`config.mk`:
```
export PLATFORM = sky130hd
export DESIGN_NAME = huffman_packer
export DESIGN_NICKNAME = d
export VERILOG_FILES = /design/src/rtl/huffman_packer.sv
export SDC_FILE = /design/constraint.sdc
export NUM_CORES = 1
export LEC_CHECK = 0
export ABC_AREA = 1
export ABC_CLOCK_PERIOD_IN_PS = 5800
export CAP_MARGIN = 10
export CELL_PAD_IN_SITES_DETAIL_PLACEMENT = 1
export CELL_PAD_IN_SITES_GLOBAL_PLACEMENT = 1
export CORE_MARGIN = 2
export CORE_UTILIZATION = 40
export CTS_BUF_LIST = sky130_fd_sc_hd__clkbuf_4
export CTS_CLUSTER_DIAMETER = 150
export DETAILED_ROUTE_END_ITERATION = 10
export PLACE_DENSITY = 0.93
export SLEW_MARGIN = 0
export SYNTH_ARGS = -nofsm -noshare
export SYNTH_HDL_FRONTEND = slang
export SYNTH_SLANG_ARGS = --single-unit
export TNS_END_PERCENT = 30
```
`constraint.sdc`:
```
create_clock -name clk -period 5.8 [get_ports clk]
set_input_delay 1.16 -clock clk [delete_from_list [all_inputs] [get_ports clk]]
set_output_delay 1.16 -clock clk [all_outputs]
set_load 0.05 [all_outputs]
```
`src/rtl/huffman_packer.sv`:
```
// huffman_packer
// Packs a stream of gray-level symbols into an MSB-first byte stream using a
// Huffman code table supplied by the upstream table builder.
//
// Ports:
//   clk, reset             rising-edge clock, asynchronous active-low reset
//   code_valid, HC, M      one-cycle table load (codes and right-aligned masks,
//                          symbol 1 in the top CW bits)
//   sym_valid/sym_ready    symbol handshake; sym_data in 1..SYM_NUM,
//                          sym_last marks the final symbol of a frame
//   out_valid/out_ready    byte handshake; out_data MSB holds the first code bit,
//                          out_last marks the final (zero-padded) byte
//   bit_total              code bits appended this frame (saturating)
//   done                   one-cycle pulse after the last byte handshake
//   err                    sticky illegal-symbol flag, cleared by a table load
module huffman_packer #(
  parameter int SYM_NUM = 6,
  parameter int CW      = 8
) (
  input  logic                  clk,
  input  logic                  reset,
  input  logic                  code_valid,
  input  logic [SYM_NUM*CW-1:0] HC,
  input  logic [SYM_NUM*CW-1:0] M,
  input  logic                  sym_valid,
  input  logic [7:0]            sym_data,
  input  logic                  sym_last,
  output logic                  sym_ready,
  output logic                  out_valid,
  output logic [7:0]            out_data,
  output logic                  out_last,
  input  logic                  out_ready,
  output logic [15:0]           bit_total,
  output logic                  done,
  output logic                  err
);

  typedef enum logic [1:0] {
    IDLE  = 2'd0,
    RUN   = 2'd1,
    FLUSH = 2'd2,
    DONE  = 2'd3
  } state_t;

  // Code length is the number of ones in the (contiguous) mask.
  function automatic logic [3:0] popcount(input logic [CW-1:0] v);
    logic [3:0] n;
    n = 4'd0;
    for (int i = 0; i < CW; i++) begin
      n = n + {3'b000, v[i]};
    end
    return n;
  endfunction

  state_t                  state_r;
  logic [SYM_NUM*CW-1:0]   hc_r;
  logic [SYM_NUM*CW-1:0]   m_r;
  logic [15:0]             acc_r;
  logic [3:0]              cnt_r;
  logic [15:0]             bit_total_r;
  logic                    err_r;

  logic [CW-1:0]           code_s;
  logic [CW-1:0]           mask_s;
  logic                    legal_s;
  logic [3:0]              len_s;
  logic                    accept_s;
  logic                    byte_hs_s;
  logic [15:0]             acc_sh_s;
  logic [3:0]              cnt_sh_s;
  logic [4:0]              shamt_s;
  logic [15:0]             acc_app_s;
  logic [4:0]              cnt_app_s;
  logic [16:0]             bt_sum_s;
  logic [15:0]             bt_next_s;

  // Table lookup for the presented symbol; out-of-range symbols select nothing.
  always_comb begin
    code_s  = '0;
    mask_s  = '0;
    legal_s = 1'b0;
    for (int i = 0; i < SYM_NUM; i++) begin
      if (sym_data == 8'(i + 1)) begin
        code_s  = hc_r[(SYM_NUM-1-i)*CW +: CW] & m_r[(SYM_NUM-1-i)*CW +: CW];
        mask_s  = m_r[(SYM_NUM-1-i)*CW +: CW];
        legal_s = 1'b1;
      end else begin
      end
    end
  end

  assign len_s     = popcount(mask_s);
  assign sym_ready = (state_r == RUN) && (cnt_r < 4'd8);
  assign accept_s  = sym_valid && sym_ready;
  assign byte_hs_s = out_valid && out_ready;

  // Next accumulator contents: byte shift first, then append at the post-shift fill level.
  always_comb begin
    if (byte_hs_s) begin
      acc_sh_s = {acc_r[7:0], 8'h00};
      cnt_sh_s = (cnt_r >= 4'd8) ? (cnt_r - 4'd8) : 4'd0;
    end else begin
      acc_sh_s = acc_r;
      cnt_sh_s = cnt_r;
    end
    shamt_s = 5'd16 - {1'b0, cnt_sh_s} - {1'b0, len_s};
    if (accept_s) begin
      acc_app_s = acc_sh_s | (16'(code_s) << shamt_s);
      cnt_app_s = {1'b0, cnt_sh_s} + {1'b0, len_s};
    end else begin
      acc_app_s = acc_sh_s;
      cnt_app_s = {1'b0, cnt_sh_s};
    end
  end

  // Saturating running count of appended code bits.
  always_comb begin
    bt_sum_s = {1'b0, bit_total_r} + {13'd0, len_s};
    if (bt_sum_s[16]) begin
      bt_next_s = 16'hFFFF;
    end else begin
      bt_next_s = bt_sum_s[15:0];
    end
  end

  // Byte-valid decode from state and fill level only.
  always_comb begin
    case (state_r)
      RUN:     out_valid = (cnt_r >= 4'd8);
      FLUSH:   out_valid = (cnt_r != 4'd0);
      default: out_valid = 1'b0;
    endcase
  end

  // A sym_last frame always drains through FLUSH, so the final byte is the one
  // that leaves at most one byte's worth of bits.
  assign out_last  = (state_r == FLUSH) && (cnt_r != 4'd0) && (cnt_r <= 4'd8);
  assign out_data  = acc_r[15:8];
  assign done      = (state_r == DONE);
  assign bit_total = bit_total_r;
  assign err       = err_r;

  // Frame sequencing, table storage and bit accumulator.
  always_ff @(posedge clk or negedge reset) begin
    if (!reset) begin
      state_r     <= IDLE;
      hc_r        <= '0;
      m_r         <= '0;
      acc_r       <= 16'h0000;
      cnt_r       <= 4'd0;
      bit_total_r <= 16'h0000;
      err_r       <= 1'b0;
    end else begin
      case (state_r)
        IDLE: begin
          if (code_valid) begin
            hc_r        <= HC;
            m_r         <= M;
            acc_r       <= 16'h0000;
            cnt_r       <= 4'd0;
            bit_total_r <= 16'h0000;
            err_r       <= 1'b0;
            state_r     <= RUN;
          end else begin
            state_r <= IDLE;
          end
        end
        RUN: begin
          acc_r <= acc_app_s;
          cnt_r <= cnt_app_s[3:0];
          if (accept_s) begin
            bit_total_r <= bt_next_s;
            if (!legal_s) begin
              err_r <= 1'b1;
            end else begin
              err_r <= err_r;
            end
            if (sym_last) begin
              state_r <= (cnt_app_s == 5'd0) ? DONE : FLUSH;
            end else begin
              state_r <= RUN;
            end
          end else begin
            state_r <= RUN;
          end
        end
        FLUSH: begin
          acc_r <= acc_sh_s;
          cnt_r <= cnt_sh_s;
          if (byte_hs_s && (cnt_r <= 4'd8)) begin
            state_r <= DONE;
          end else begin
            state_r <= FLUSH;
          end
        end
        DONE: begin
          state_r <= IDLE;
        end
        default: begin
          state_r <= IDLE;
        end
      endcase
    end
  end

endmodule

```
; ---- Yosys cells after proc, flatten, opt, wreduce, memory -nomap -nowiden
; Index checks and enable logic that the tools add are counted.
[classes]
n_reduce_logical = 15
n_eq_ne = 12
n_mul = 0
bitwise_logic = 7
muxes = 41
magnitude_cmp = 3
shifts = 1
div_mod_pow = 0
addsub = 12
[op_table]
columns = op, count
row1 = 8-bit two-way mux, 12
row2 = 16-bit two-way mux, 5
row3 = 8-bit bitwise AND, 6
row4 = 16-bit one-hot mux with 3 select lines, 1
row5 = 16-bit one-hot mux with 2 select lines, 1
row6 = 8-bit by 3-bit equality test with 1-bit output (second input constant), 3
row7 = 16-bit by 4-bit adder with 17-bit output, 1
row8 = 4-bit by 1-bit adder with 4-bit output, 4
row9 = 8-bit by 2-bit equality test with 1-bit output (second input constant), 2
row10 = 16-bit OR, 1
row11 = 8-bit by 5-bit << shifter with 16-bit output, 1
row12 = 1-bit two-way mux, 12
row13 = 4-bit two-way mux, 3
row14 = 4-bit one-hot mux with 3 select lines, 1
row15 = 8-bit by 1-bit equality test with 1-bit output (second input constant), 1
row16 = 2-bit one-hot mux with 4 select lines, 1
row17 = 1-bit logical AND, 6
row18 = 2-bit inequality test (second input constant), 3
row19 = 4-bit by 4-bit adder with 5-bit output, 1
row20 = 5-bit zero test, 1
row21 = 5-bit two-way mux, 1
row22 = 5-bit by 4-bit subtractor with 5-bit output, 1
row23 = 5-bit by 4-bit subtractor with 5-bit output (first input constant), 1
row24 = 3-bit by 1-bit adder with 4-bit output, 1
row25 = 17 further kinds, 21
[word_totals]
inputBits = 110
n_memories = 0
latchBits = 0
out_inout_bits = 29
romBits = 0
mem_bits_rw = 0
ff_bits = 135
elab_cells = 98

; ---- Logic depth before layout (Yosys ltp)
; Gate-level depths: netlist of the first run.
[logic_depth]
word_depth = 21
mapped_depth = 32

; ---- Worst setup path after synthesis of the first run
; Ideal clock, no wire load.
[synth_timing]
path_type = in2reg
start = in sym_data[7]
end = reg acc_r[14]
t_arrival_ns = 6.395
path_stages = 26
required_ns = 5.725
path_slack_ns = -0.671
path_buffers = 1
setup_time_ns = 0.075
cell_sequence = nor2_2 -> nand2_4 -> nor2_2 -> inv_1 -> buf_4 -> o21ai_0 -> a31oi_1 -> fa_1 -> inv_1 -> fa_1 -> inv_1 -> fa_1 -> ha_1 -> fa_1 -> ha_1 -> inv_1 -> ha_1 -> inv_1 -> fa_1 -> xnor2_1 -> inv_1 -> nor2_1 -> inv_1 -> nand2_1 -> nand2_1 -> o21bai_2
[synth_via]
elab_chain_cells = 19
word_cells_on_any_way = 30
[synth_rtl]
columns = element, line
row1 = from (decl), 26  ; input logic [7:0] sym_data,
row2 = 8-bit by 1-bit equality test with 1-bit output, 83  ; if (sym_data == 8'(i + 1)) begin
row3 = 8-bit two-way mux (6 in series), 83
row4 = 1-bit by 1-bit adder with 2-bit output, 50  ; n = n + {3'b000, v[i]};
row5 = 2-bit by 1-bit adder with 3-bit output, 50
row6 = 3-bit by 1-bit adder with 4-bit output, 50
row7 = 4-bit by 1-bit adder with 4-bit output (4 in series), 50
row8 = 5-bit by 4-bit subtractor with 5-bit output, 106  ; shamt_s = 5'd16 - {1'b0, cnt_sh_s} - {1'b0, len_s};
row9 = 8-bit by 5-bit << shifter with 16-bit output *, 108  ; acc_app_s = acc_sh_s | (16'(code_s) << shamt_s);
row10 = 16-bit OR *, 108
row11 = 16-bit two-way mux *, 107  ; if (accept_s) begin
row12 = 16-bit one-hot mux with 3 select lines *, 154  ; case (state_r)
row13 = to (signal assigned), 169  ; acc_r <= acc_app_s;
row14 = to (signal assigned), 188  ; acc_r <= acc_sh_s;
row15 = to (decl), 58  ; logic [15:0] acc_r;
; Every way passes the cells marked *; elsewhere a longest branch is shown, timed or not.
; A chain may end at the register's enable or synchronous reset.

; ---- Worst setup path in the final report of the first run
[layout_timing]
start = in sym_data[1]
end = reg bit_total_r[13], in the netlist bit_total[13]
[layout_via]
elab_chain_cells = 18
word_cells_on_any_way = 23
[layout_rtl]
columns = element, line
row1 = 8-bit by 1-bit equality test with 1-bit output, 83
row2 = 8-bit two-way mux (5 in series), 83
row3 = 8-bit two-way mux *, 83
row4 = 1-bit by 1-bit adder with 2-bit output, 50
row5 = 2-bit by 1-bit adder with 3-bit output, 50
row6 = 3-bit by 1-bit adder with 4-bit output, 50
row7 = 4-bit by 1-bit adder with 4-bit output (3 in series), 50
row8 = 4-bit by 1-bit adder with 4-bit output *, 50
row9 = 16-bit by 4-bit adder with 17-bit output *, 118  ; bt_sum_s = {1'b0, bit_total_r} + {13'd0, len_s};
row10 = 16-bit two-way mux *, 119  ; if (bt_sum_s[16]) begin
row11 = 16-bit two-way mux *, 171  ; if (accept_s) begin
row12 = 16-bit one-hot mux with 2 select lines *, 154
row13 = to (signal assigned), 172  ; bit_total_r <= bt_next_s;
row14 = to (decl), 60  ; logic [15:0] bit_total_r;
; Every way passes the cells marked *; elsewhere a longest branch is shown, timed or not. The select of a mux whose other input is x is not followed.

==> results_dict.tcl, run 1 <==
set metrics [dict create \
    drc 0 \
    synth_top_area_share_pct 42.9 \
    endpoint_kind "flip-flop" \
    yosys-top-cells-count "428 x nand2_1, 135 x dfrtp_1, 97 x inv_1" \
    worstHoldPathType "reg -> reg" \
    ir_worst_vdd_v 0.000160 \
    setup_viol 32 \
    synth_edf_count 0 \
    synthArstFlopShare_pct 100 \
    grt_max_degree 116 \
    dieArea_sq_um 20800 \
    ant_nets 0 \
    worstPathMaxFanout 4 \
    synthTopCellsByArea "dfrtp_1 43%, nand2_1 20%, nand3_1 5.6%, o21ai_0 4.7%, inv_1 4.6%" \
    routed_wl_um 34500 \
    initial_core_util_pct 40.6 \
    maxCapViolCount 0 \
    skew_ns 0.0237 \
    place_ws_ns -1.10 \
    finalCoreUtilization_pct 56.4 \
    firstDrtPassIters 7 \
    finalHoldViolations 0 \
    root_buffer "clkbuf_4" \
    rsz0062_at_grt "yes" \
    r2r_setup_slack_ns 0.07 \
    synth_seq_cells 135 \
    hp-start "hc_r[34]" \
    initialDrtViolationCount 716 \
    required_ns 6.27 \
    synth_ff_type "dfrtp_1" \
    rows 51 \
    yosysSeqAreaShare_pct 42.9 \
    io_buffers 138 \
    cellPowerDensity_nw_per_um2 371 \
    grt_pass1_wl_um 49800 \
    cts.path.max_buffers 2 \
    vias_per_cell 5.65 \
    violations "negative setup slack" \
    crit_slowest_cell "fa_1" \
    die_x_um 144 \
    tightest_slew_ns 1.11 \
    grt-ovfl-total 0 \
    final_nets 1426 \
    fin_ws_ns -0.341 \
    p_seq_share_pct 39.6 \
    p_sw_mw 1.95 \
    syn2layout_area_growth_pct 38.8 \
    setup_tns_ns -5.96 \
    clk_latency_ns 0.62 \
    whs_path_depth 2 \
    clkTransAtPathRegs_ns 0.14 \
    yosysWarningCount 0 \
    cts_num_sinks 135 \
    finalCriticalPeriod_ns 6.14 \
    vias 8837 \
    fin_crit_sh_pct 106 \
    routedWlPerCell_um 22.0 \
    dpl.hpwl_um 21100 \
    grt_usage_pct 31.5 \
    p_comb_share_pct 42.3 \
    crit_type "in -> reg" \
    netlist_instances 1073 \
    yosys.area_share.simple_pct 32.3 \
    reg2reg_from "m_r[27]" \
    total_power_mw 4.06 \
    synth_cell_types 47 \
    switching_share_pct 48.0 \
    io_pins 139 \
    hold_end "hc_r[34]" \
    maxSlewHeadroom_pct 25.7 \
    critical_path_arrival_ns 6.61 \
    worstSetupStartpointType "primary input" \
    p_int_mw 2.11 \
    die_h_um 144 \
    cts_tree "built" \
    synth_compound_area_share_pct 9.92 \
    synth_top_family_by_area "simple AND/OR/NAND/NOR gates" \
    synthAdderAreaFrac_pct 5.37 \
    max_freq_mhz 163 \
    critPathMaxStageDelay_ns 0.53 \
    drv_slew 0 \
    drive_above_1_share_pct 18.9 \
    clockPowerShare_pct 18.1 \
    rr_worst_depth 27 \
    p_leak_nw 5.52 \
    syn_area_sq_um 7880 \
    antenna_found_initial 1 \
    core_area_sq_um 19400 \
    place.gp.congestion 0.937 \
    cts_made_buffers 17 \
    synthMuxAreaShare_pct 0 \
    yosys.area.top_type "dfrtp_1" \
    grt_pass1_vias 9197 \
    timing.rr.end "bit_total[13]" \
    status "finished, violations left" \
    synth_nets 1212 \
    htree_levels 4 \
    synth_most_common_cell "nand2_1" \
    synthXorXnorAreaFrac_pct 1.67 \
    synth_area_per_cell_sq_um 7.35 \
]
==> worst max-delay path by stage <==
stage           startpoint             to  slack (ns)  depth (start not counted)
5_1_grt        sym_data[0]  bit_total[13]       -0.46                         31
6_report       sym_data[1]  bit_total[13]       -0.34                         30
3_3_place_gp   sym_data[3]      acc_r[10]       -0.88                         26
4_1_cts        sym_data[6]      acc_r[14]      -0.004                         29
3_5_place_dp   sym_data[3]      acc_r[10]       -1.10                         26
2_1_floorplan  sym_data[5]      acc_r[14]       -0.12                         29
==> power by group through the flow <==
stage	combinational (mW)	clock [mW]	sequential, mW
after global routing	1.87	0.765	1.63
final	1.72	0.733	1.61
after CTS	1.62	0.702	1.56
after detailed placement	1.55	0	1.57
after floorplan	1.02	0	1.48
after global placement	1.47	0	1.55
==> registers in the layout, indices dropped and copies added (netlist names), named ones only <==
register / flops
err: 1
bit_total: 16
acc_r: 16
m_r: 48
state_r: 1
cnt_r: 4
hc_r: 48
==> per-layer routing <==
layer	vias up	wire [um]	global-route usage, %
met5	-	0	0
met1	4325	13000	36.1
met3	158	2370	7.78
met4	0	2230	17.4
met2	503	16900	53.8
li1	3851	-	-
==> area by class of cell <==
cell class,instances,area [sq um]
fill,2408,8460
inverter,103,394
clock inverter,14,174
timing repair buffer,238,2200
sequential,135,3380
multi-input combinational,792,4330
clock buffer,17,128
tap,265,332
antenna,1,2.50
==> logic make-up (layout without fill, tap and decap cells) <==
kind of cell / Yosys count / in the layout
AND/OR/NAND/NOR: 611 / 611
adder cells (fa/ha/maj): 29 / 29
other: 0 / 1
XOR/XNOR: 15 / 15
AO/OA/AOI/OAI: 137 / 137
flip-flops: 135 / 135
buffers and inverters: 146 / 372
==> critical path: cells and delay by family <==
| family | cells | cell delay, ns |
|---|---|---|
| compound gates | 7 | 1.19 |
| xor+xnor | 2 | 0.36 |
| fa+ha+maj | 6 | 2.39 |
| buf+inv | 7 | 0.73 |
| simple gates | 8 | 0.76 |
==> timing repair <==
| action | 4_1_cts | 5_1_grt |
|---|---|---|
| endpoints found under the setup margin | 34 | 34 |
| pin swaps | 40 | 46 |
| resized for setup | 92 | 48 |
| buffers inserted | 18 | 17 |
| hold buffers | 0 | 0 |
==> placed cells by master (no fill, tap or decap), types with 2 or more instances in the layout <==
master / n
a31oi_1: 3
clkinv_1: 2
clkinv_4: 2
nor2_2: 4
nor2_4: 15
nand3_1: 80
or2_2: 2
a21oi_1: 22
o21bai_2: 2
nand3_2: 10
nor2_1: 40
nand2_1: 416
nor3_4: 4
fa_2: 4
inv_4: 3
bufinv_16: 3
o21ai_0: 53
dfrtp_1: 135
ha_4: 4
o22ai_1: 3
xor2_1: 11
a21oi_2: 5
fa_1: 4
nor3_1: 9
buf_4: 88
ha_2: 2
clkinvlp_4: 3
ha_1: 15
a22oi_1: 9
o21ai_2: 10
inv_6: 4
clkdlybuf4s50_1: 129
inv_1: 85
nand2_2: 9
o21ai_1: 15
buf_6: 19
inv_2: 14
nand4_1: 10
clkbuf_4: 17
nand2_4: 6
==> metrics by stage <==
step / cells / area, sq um / hold WS, ns
after floorplan: 1073 / 8050 / 0.449
after global placement: 1500 / 10000 / 0.465
after detailed placement: 1500 / 10000 / 0.467
after CTS: 1548 / 10600 / 0.499
after global routing: 1565 / 10900 / 0.538
final: 1565 / 10900 / 0.512
(Power assumes the default switching activity.)
==> run 2, diff against run 1 <==
--- a/config.mk
+++ b/config.mk
@@ -15,6 +15,7 @@
 export CTS_BUF_LIST = sky130_fd_sc_hd__clkbuf_4
 export CTS_CLUSTER_DIAMETER = 150
 export DETAILED_ROUTE_END_ITERATION = 10
+export MAX_ROUTING_LAYER = met4
 export PLACE_DENSITY = 0.93
 export SLEW_MARGIN = 0
 export SYNTH_ARGS = -nofsm -noshare
==> run 2 against run 1 <==
  * Sequential power hardly changed
  * The run still ends with negative setup slack left
  * Largest power group unchanged
  * Register-to-register slack better by 0.27 ns
  * Combinational power is 5% lower
==> results_dict.tcl, run 2 (synthesized netlist as in run 1, its figures left out) <==
set metrics [dict create \
    final_common_cell "nand2_1" \
    io_buffers 138 \
    worstPathMaxFanout 4 \
    clkTransAtPathRegs_ns 0.14 \
    crit_slowest_cell "fa_1" \
    finalCoreUtilization_pct 55.3 \
    vias 8391 \
    routed_wl_um 29900 \
    cts_num_sinks 135 \
    ant_nets 0 \
    setup_viol 14 \
    critical_path_arrival_ns 6.43 \
    n_fill_cell 2440 \
    grt_max_degree 116 \
    fin_crit_sh_pct 101 \
    ctsHoldBuffers 0 \
    io_pins 139 \
    skew_ns 0.0244 \
    required_ns 6.37 \
    drv_slew 0 \
    drive_above_1_share_pct 17.8 \
    fin_cells 1551 \
    place.gp.congestion 0.977 \
    firstDrtPassIters 8 \
    root_buffer "clkbuf_4" \
    initial_core_util_pct 40.6 \
    crit_type "in -> reg" \
    rsz0062_at_grt "yes" \
    max_freq_mhz 171 \
    antenna_found_initial 1 \
    tightest_slew_ns 1.12 \
    rows 51 \
    dpl.hpwl_um 20900 \
    finalCriticalPeriod_ns 5.86 \
    drc 0 \
    worstSetupStartpointType "primary input" \
    htree_levels 4 \
    violations "negative setup slack" \
    final_nets 1410 \
    p_leak_nw 5.37 \
    maxSlewHeadroom_pct 25.1 \
    critPathMaxStageDelay_ns 0.52 \
    top_regs "hc_r x48, m_r x48" \
    routedWlPerCell_um 19.3 \
    endpoint_kind "flip-flop" \
    cts_tree "built" \
    place_inst 1498 \
    vias_per_cell 5.41 \
    fin_ws_ns -0.0595 \
    status "finished, violations left" \
    cts_made_buffers 17 \
    critPathMostFrequentCell "nor2_4" \
    die_h_um 144 \
    grt_usage_pct 30.2 \
    finalHoldViolations 0 \
    die_x_um 144 \
    cellPowerDensity_nw_per_um2 358 \
    core_area_sq_um 19400 \
    syn2layout_area_growth_pct 36.1 \
    cts.path.max_buffers 2 \
    ir_worst_vdd_v 0.000176 \
    dieArea_sq_um 20800 \
    grt_pass1_wl_um 46700 \
    worstHoldPathType "reg -> reg" \
    initialDrtViolationCount 591 \
    final_cell_mix "415 x nand2_1, 135 x dfrtp_1, 129 x clkdlybuf4s50_1, 85 x inv_1, 77 x nand3_1" \
    clk_latency_ns 0.63 \
    maxCapViolCount 0 \
    grt_pass1_vias 8865 \
    grt-ovfl-total 0 \
]
-- run 2: changes by cell type in the layout (fill, tap and decap cells not counted), moves of 3 or more --
cell       delta
buf_6         -5
inv_6         +5
inv_4         -3
bufinv_16     -3
nand3_2       +3
nor3_2        +3
nand3_1       -3
buf_4        -13
nor3_4        -3
nor2_2        +3
-- run 2: stage by stage --
stage                     area (sq um)  power (mW)  setup slack, ns  hold WS [ns]  TNS [ns]
after floorplan                   8050        2.50           -0.115         0.449     -1.10
after global placement           10000        3.00           -0.864         0.464    -26.14
after detailed placement         10000        3.10            -1.13         0.473    -37.54
after CTS                        10500        3.74          -0.0675         0.505    -0.266
after global routing             10700        4.08           -0.272         0.525     -5.96
final                            10700        3.84          -0.0595         0.509    -0.342
-- run 2: timing repair --
item | CTS | global route
buffers inserted | 15 | 6
pin swaps | 31 | 39
gates resized for setup | 77 | 57
setup endpoints to repair | 34 | 33
-- run 2: layer usage --
layer | GRT usage [%] | vias to the layer above | wire (um)
li1 | - | 3824 | -
met1 | 35.1 | 4082 | 11800
met2 | 48.9 | 356 | 14800
met3 | 6.62 | 129 | 1670
met4 | 16.6 | 0 | 1630
met5 | - | - | 0
-- run 2: power by group --
part | switching (mW) | internal [mW] | leakage [nW]
Clock | 0.431 | 0.178 | 0.128
Combinational | 1.12 | 0.514 | 3.51
Sequential | 0.300 | 1.29 | 1.73
-- run 2: final timing paths --
check / endpoint / from / cells after the start / slack, ns
setup reg to reg: bit_total[2] / m_r[27] / 27 / 0.34
max in group asynchronous: hc_r[29] / reset / 2 / 3.78
hold / removal: hc_r[23] / hc_r[23] / 2 / 0.51
min in group asynchronous: m_r[17] / reset / 1 / 0.73
hold reg to reg: hc_r[23] / hc_r[23] / 2 / 0.51
setup / recovery: bit_total[2] / sym_data[0] / 31 / -0.06
-- run 2: layout make-up --
cell class | count | area [sq um] | area share [%]
Inverter | 103 | 399 | 3.72
Clock inverter | 15 | 116 | 1.08
Timing Repair Buffer | 222 | 2080 | 19.4
Clock buffer | 17 | 128 | 1.19
Sequential cell | 135 | 3380 | 31.5
Multi-Input combinational cell | 792 | 4290 | 40.0
Tap cell | 265 | 332 | 3.09
Antenna cell | 2 | 5.00 | 0.0467
-- run 2: critical path: cells and delay by family --
kind	cells	cell delay (ns)
buffers and inverters	7	0.62
AND/OR/NAND/NOR	11	1.26
adder cells (fa/ha/maj)	6	2.41
AO/OA/AOI/OAI	6	0.77
XOR/XNOR	1	0.20
